==> src/rtl/fetch_ctrl_pkg.sv <==
// Shared types and constants for the instruction fetch controller.
package fetch_ctrl_pkg;

   typedef logic [63:0] u64;
   typedef logic [31:0] u32;

   typedef enum logic [1:0] {BOOT, REQ, DISCARD, HOLD} fetch_state_t;

   localparam u64 PC_RESET = 64'h0000_0000_8000_0000;

   function automatic logic is_misaligned(input u64 pc);
      return pc[1:0] != 2'b00;
   endfunction

endpackage

==> src/rtl/pcselect.sv <==
// Next-PC mux: sequential pc+4 or the execute-stage redirect target.
module pcselect
   import fetch_ctrl_pkg::*;
(
   input  u64   pcplus4,
   input  u64   pc_branch,
   input  logic branch_taken,
   output u64   pc_next
);

   assign pc_next = branch_taken ? pc_branch : pcplus4;

endmodule

==> src/rtl/fetch_ctrl.sv <==
// Instruction fetch sequencer: owns the fetch PC, runs the instruction-bus
// handshake, applies execute redirects and presents one instruction to decode.
module fetch_ctrl
   import fetch_ctrl_pkg::*;
#(
   parameter u64 RESET_PC = PC_RESET
)
(
   input  logic clk,
   input  logic reset,
   output logic ireq_valid,
   output u64   ireq_addr,
   input  logic iresp_data_ok,
   input  u32   iresp_data,
   input  logic branch_taken,
   input  u64   pc_branch,
   input  logic stall,
   output logic out_valid,
   output u64   out_pc,
   output u32   out_instr,
   output logic out_misaligned
);

   fetch_state_t r_state, w_state_nxt;
   u64   r_pc, w_pc_nxt;
   u64   r_redirect_pc, w_redirect_nxt;
   logic r_ovalid, w_ovalid_nxt;
   u64   r_opc, w_opc_nxt;
   u32   r_oinstr, w_oinstr_nxt;
   logic r_omis, w_omis_nxt;
   u64   w_pcplus4, w_pcsel;
   logic w_mis, w_br_gated;

   assign w_pcplus4  = r_pc + 64'd4;
   assign w_mis      = is_misaligned(r_pc);
   assign w_br_gated = branch_taken && (r_state != BOOT);

   pcselect u_pcselect (
      .pcplus4      (w_pcplus4),
      .pc_branch    (pc_branch),
      .branch_taken (w_br_gated),
      .pc_next      (w_pcsel)
   );

   always_comb begin
      w_state_nxt    = r_state;
      w_pc_nxt       = r_pc;
      w_redirect_nxt = r_redirect_pc;
      w_ovalid_nxt   = r_ovalid;
      w_opc_nxt      = r_opc;
      w_oinstr_nxt   = r_oinstr;
      w_omis_nxt     = r_omis;
      case (r_state)
         BOOT: w_state_nxt = REQ;
         REQ: begin
            if (w_mis) begin
               w_opc_nxt    = r_pc;
               w_oinstr_nxt = '0;
               w_omis_nxt   = 1'b1;
               w_ovalid_nxt = 1'b1;
               w_state_nxt  = HOLD;
            end else if (iresp_data_ok) begin
               // pcselect yields pc_branch when redirected, else pc+4
               w_pc_nxt = w_pcsel;
               if (!branch_taken) begin
                  w_opc_nxt    = r_pc;
                  w_oinstr_nxt = iresp_data;
                  w_omis_nxt   = 1'b0;
                  w_ovalid_nxt = 1'b1;
                  w_state_nxt  = HOLD;
               end
            end else if (branch_taken) begin
               w_redirect_nxt = pc_branch;
               w_state_nxt    = DISCARD;
            end
         end
         DISCARD: begin
            if (branch_taken)
               w_redirect_nxt = pc_branch;
            if (iresp_data_ok) begin
               w_pc_nxt    = branch_taken ? w_pcsel : r_redirect_pc;
               w_state_nxt = REQ;
            end
         end
         HOLD: begin
            // A misaligned fault only leaves HOLD via a redirect
            if (branch_taken) begin
               w_ovalid_nxt = 1'b0;
               w_pc_nxt     = w_pcsel;
               w_state_nxt  = REQ;
            end else if (!stall && !r_omis) begin
               w_ovalid_nxt = 1'b0;
               w_state_nxt  = REQ;
            end
         end
      endcase
   end

   always_ff @(posedge clk or negedge reset) begin
      if (!reset) begin
         r_state       <= BOOT;
         r_pc          <= RESET_PC;
         r_redirect_pc <= '0;
         r_ovalid      <= 1'b0;
         r_opc         <= '0;
         r_oinstr      <= '0;
         r_omis        <= 1'b0;
      end else begin
         r_state       <= w_state_nxt;
         r_pc          <= w_pc_nxt;
         r_redirect_pc <= w_redirect_nxt;
         r_ovalid      <= w_ovalid_nxt;
         r_opc         <= w_opc_nxt;
         r_oinstr      <= w_oinstr_nxt;
         r_omis        <= w_omis_nxt;
      end
   end

   assign ireq_valid     = ((r_state == REQ) && !w_mis) || (r_state == DISCARD);
   assign ireq_addr      = r_pc;
   assign out_valid      = r_ovalid;
   assign out_pc         = r_opc;
   assign out_instr      = r_oinstr;
   assign out_misaligned = r_omis;

endmodule
==> config.mk <==
export PLATFORM = sky130hd
export DESIGN_NAME = fetch_ctrl
export DESIGN_NICKNAME = d
export VERILOG_FILES = /design/src/rtl/fetch_ctrl_pkg.sv /design/src/rtl/pcselect.sv /design/src/rtl/fetch_ctrl.sv
export SDC_FILE = /design/constraint.sdc
export NUM_CORES = 1
export LEC_CHECK = 0
export ABC_AREA = 1
export BUFFER_PORTS_ARGS = -buffer_cell sky130_fd_sc_hd__buf_2
export CAP_MARGIN = 5
export CELL_PAD_IN_SITES_DETAIL_PLACEMENT = 0
export CELL_PAD_IN_SITES_GLOBAL_PLACEMENT = 2
export CORE_MARGIN = 2
export CORE_UTILIZATION = 31
export DETAILED_ROUTE_END_ITERATION = 8
export GPL_ROUTABILITY_DRIVEN = 0
export PLACE_DENSITY = 0.91
export RECOVER_POWER = 25
export SLEW_MARGIN = 15
export SYNTH_ARGS = -nofsm -noshare
export SYNTH_HDL_FRONTEND = slang
export SYNTH_SLANG_ARGS = --single-unit
==> constraint.sdc <==
create_clock -name clk -period 2.12 [get_ports clk]
set_clock_uncertainty 0.1 [all_clocks]
set_input_delay 0.424 -clock clk [delete_from_list [all_inputs] [get_ports clk]]
set_output_delay 0.424 -clock clk [all_outputs]
set_load 0.05 [all_outputs]
==> impl_metrics.tcl <==
set metrics [dict create \
    finalPower_mw 24.1 \
    ys_async_rst_share 1.00 \
    power.sequential.fraction 0.314 \
    period_share 0.961 \
    critical-path-top-delay-family "flip-flops" \
    hold-path-cell-count 2 \
    number_of_enable_type_register_cells_in_the_synthesized_netlist 0 \
    max_cap_violations 0 \
    grt_setup_unrepaired "true" \
    cp.required_ns 1.60 \
    clk_transition_reported_paths_ns 0.06 \
    power.density_nw_per_um2 1560 \
    first_global_vias 11300 \
    synth_nets 1696 \
    ys_warnings 0 \
    detail_route.wirelength_mm 43.7 \
    cts.htree.levels 1 \
    final-max-slew-violation-count 0 \
    instances_no_fill 2438 \
    synthCells 1594 \
    fp.coreArea_um2 38400 \
    vdd_drop_max_mv 0.571 \
    synthDistinctLibCells 35 \
    power_frac_clock 0.189 \
    detail-route-antenna-nets 0 \
    arrival_time_reported_for_the_critical_path_endpoint_ns 1.51 \
    clock_latency_ns 0.55 \
    power.net_switching_mw 12.1 \
    global_route.overflow_total 0 \
    yosys_register_bits 228 \
    fmaxAchievable_ghz 0.491 \
    netSwitchingFraction 0.502 \
    chipHeight_um 201 \
    dp_hpwl_mm 33.4 \
    dieWidth_um 201 \
    final_net_count 2002 \
    grt_antenna_before_repair 0 \
    routed_via_density 4.80 \
    global_route_usage_sum 0.213 \
    syn2layout_area_growth_pct 28.4 \
    run_status "finished, final reports clean" \
    cts.path.max_buffers 3 \
    ios 264 \
    power.static_leakage_nw 7.82 \
    worst_hold_path_type "primary input to flip-flop" \
    synth_seq_area_share 0.476 \
    initial_utilization 0.313 \
    crit_chain "buf_4 -> nor2_4 -> inv_4 -> nand2_1 -> buf_6" \
    dp.cells 2376 \
    firstDrtPassIters 5 \
    power.share.combinational 0.498 \
    post_drt_wl_per_cell_um 17.9 \
    finalInstanceArea_um2 15400 \
    synth_ff_type "sky130_fd_sc_hd__dfrtp_1" \
    worstSetupPathType "flip-flop to output port" \
    grt_first_pass_wirelength_mm 66.9 \
    cts_num_sinks 228 \
    buffer_ports.inserted 263 \
    setup-violations-final 0 \
    fill_cells 4115 \
    synthesis.area_per_instance_um2 7.52 \
    hold_violations 0 \
    path_buf_inv 3 \
    tritoncts "done" \
    final_cell_mix "sky130_fd_sc_hd__nand2_1, sky130_fd_sc_hd__buf_2, sky130_fd_sc_hd__dfrtp_1" \
    finalWorstPathRequiredPeriod_ns 2.04 \
    critical_path_cell_count 5 \
    drc 0 \
    root_buffer "sky130_fd_sc_hd__clkbuf_16" \
    n_antenna_cell 0 \
    std_cell_rows 72 \
    layout-drive-gt1-share 0.247 \
    syn_area_um2 12000 \
    placement.cell_area_um2 14400 \
    critPathCaptureType "output port" \
    critical_path_launch_point_type "flip-flop" \
    most_common_library_cell_in_the_layout_ignoring_fill_and_taps "sky130_fd_sc_hd__nand2_1" \
    crit_path_top_delay_cell "sky130_fd_sc_hd__dfrtp_1" \
    detail_route.iter0.violations 1070 \
    slew_headroom 0.417 \
    r2r_cells 11 \
    largest_fanout_on_the_critical_path 4 \
    floorplan.die_area_um2 40300 \
    max_slew.worst_pin.slew_ns 0.875 \
    cell_internal_pwr_mw 12.0 \
    maximum_number_of_pins_on_one_net_before_global_route_repair 87 \
    detailroute.via_count 11700 \
    cts_buffers 26 \
    timing.critical_path.slowest_cell_delay_ns 0.41 \
]
-- power groups by stage --
| stage | combinational [mW] | clock (mW) | sequential (mW) |
|---|---|---|---|
| 6_report | 12.0 | 4.55 | 7.55 |
| 3_5_place_dp | 11.9 | 0 | 7.57 |
| 2_1_floorplan | 4.43 | 0 | 11.1 |
| 5_1_grt | 13.0 | 4.84 | 7.77 |
| 4_1_cts | 12.0 | 4.67 | 7.52 |
| 3_3_place_gp | 11.9 | 0 | 7.53 |
-- logic make-up after synthesis --
kind of cell	share of synthesized area
compound gates	0.130
xor+xnor	0.00803
buf+inv	0.0753
simple gates	0.288
mux	0.0216
fa+ha+maj	0.00104
flops	0.476
-- worst register-to-register path: cells and delay by family, from the launching register on --
family / cells / cell delay (ns)
AOI/OAI and AO/OA: 1 / 0.18
DFF: 1 / 0.47
and+or+nand+nor: 10 / 1.17
-- layer usage --
layer | share of wire | GRT usage
met5 | 0 | 0
met4 | 0.024 | 0.0601
met3 | 0.065 | 0.0295
met2 | 0.45 | 0.332
met1 | 0.47 | 0.309
-- path summary, 6_finish.rpt --
check,from,slack (ns),end
worst max register to register,ireq_addr[4],0.10,ireq_addr[41]
min in group asynchronous,reset,0.29,r_redirect_pc[29]
worst min register to register,out_pc[42],0.38,out_pc[42]
max in group asynchronous,reset,0.34,ireq_addr[2]
worst min-delay path,iresp_data[29],0.02,out_instr[29]
worst max-delay path,r_state[0],0.08,ireq_valid
-- layout make-up --
type / count / area [µm²] / share of cell area
multi-input combinational: 1147 / 5480 / 0.356
clock buffer: 35 / 724 / 0.0470
tap: 518 / 648 / 0.0421
timing repair buffer: 350 / 2140 / 0.139
clock inverter: 13 / 136 / 0.00886
sequential: 228 / 5720 / 0.371
inverter: 147 / 554 / 0.0360
-- cells in the mapped netlist, types with 2 or more instances --
cell                         n  area [µm²]
sky130_fd_sc_hd__a21oi_1    35         175
sky130_fd_sc_hd__a22oi_1     5        37.5
sky130_fd_sc_hd__a32o_1     32         320
sky130_fd_sc_hd__buf_1       4        15.0
sky130_fd_sc_hd__buf_2      32         160
sky130_fd_sc_hd__buf_4      10        75.1
sky130_fd_sc_hd__clkbuf_1   27         101
sky130_fd_sc_hd__dfrtp_1   227        5680
sky130_fd_sc_hd__inv_1     141         529
sky130_fd_sc_hd__inv_2       6        22.5
sky130_fd_sc_hd__mux2_1      5        56.3
sky130_fd_sc_hd__mux2_2     18         203
sky130_fd_sc_hd__nand2_1   529        1990
sky130_fd_sc_hd__nand2_2     9        56.3
sky130_fd_sc_hd__nand3_1    68         340
sky130_fd_sc_hd__nand3_2     2        20.0
sky130_fd_sc_hd__nand4_1    12        75.1
sky130_fd_sc_hd__nor2_1    198         743
sky130_fd_sc_hd__nor2_2     19         119
sky130_fd_sc_hd__nor2_4      7        78.8
sky130_fd_sc_hd__nor3_1      4        20.0
sky130_fd_sc_hd__o211ai_1   13        97.6
sky130_fd_sc_hd__o21ai_0   137         686
sky130_fd_sc_hd__o21ai_1    22         110
sky130_fd_sc_hd__o21bai_1    6        45.0
sky130_fd_sc_hd__o221ai_1    3        26.3
sky130_fd_sc_hd__o22ai_1     6        37.5
sky130_fd_sc_hd__xor2_1     10        87.6
-- flip-flops by register name, indices dropped and copies added (netlist names) --
signal	cells
ireq_addr	64
r_redirect_pc	64
out_instr	32
r_state	2
out_valid	1
out_pc	64
out_misaligned	1
-- repair_timing --
item,CTS,global route
gates resized for setup,3,28
pin swaps,1,3
hold endpoints to repair,51,0
endpoints found under the setup margin,1,28
hold buffers,8,0
cloned,0,1
buffers inserted,2,3
-- through the flow --
step                setup TNS (ns)  hold slack (ns)  utilization  setup slack [ns]
floorplan                        0           0.0284            -             0.128
global placement                 0            0.293        0.375            0.0190
detailed placement               0            0.304        0.375            0.0435
CTS                              0          0.00228        0.400           0.00278
global route                -0.135           0.0216        0.401           -0.0555
finish                           0           0.0231        0.401            0.0818
(Power assumes the default switching activity.)
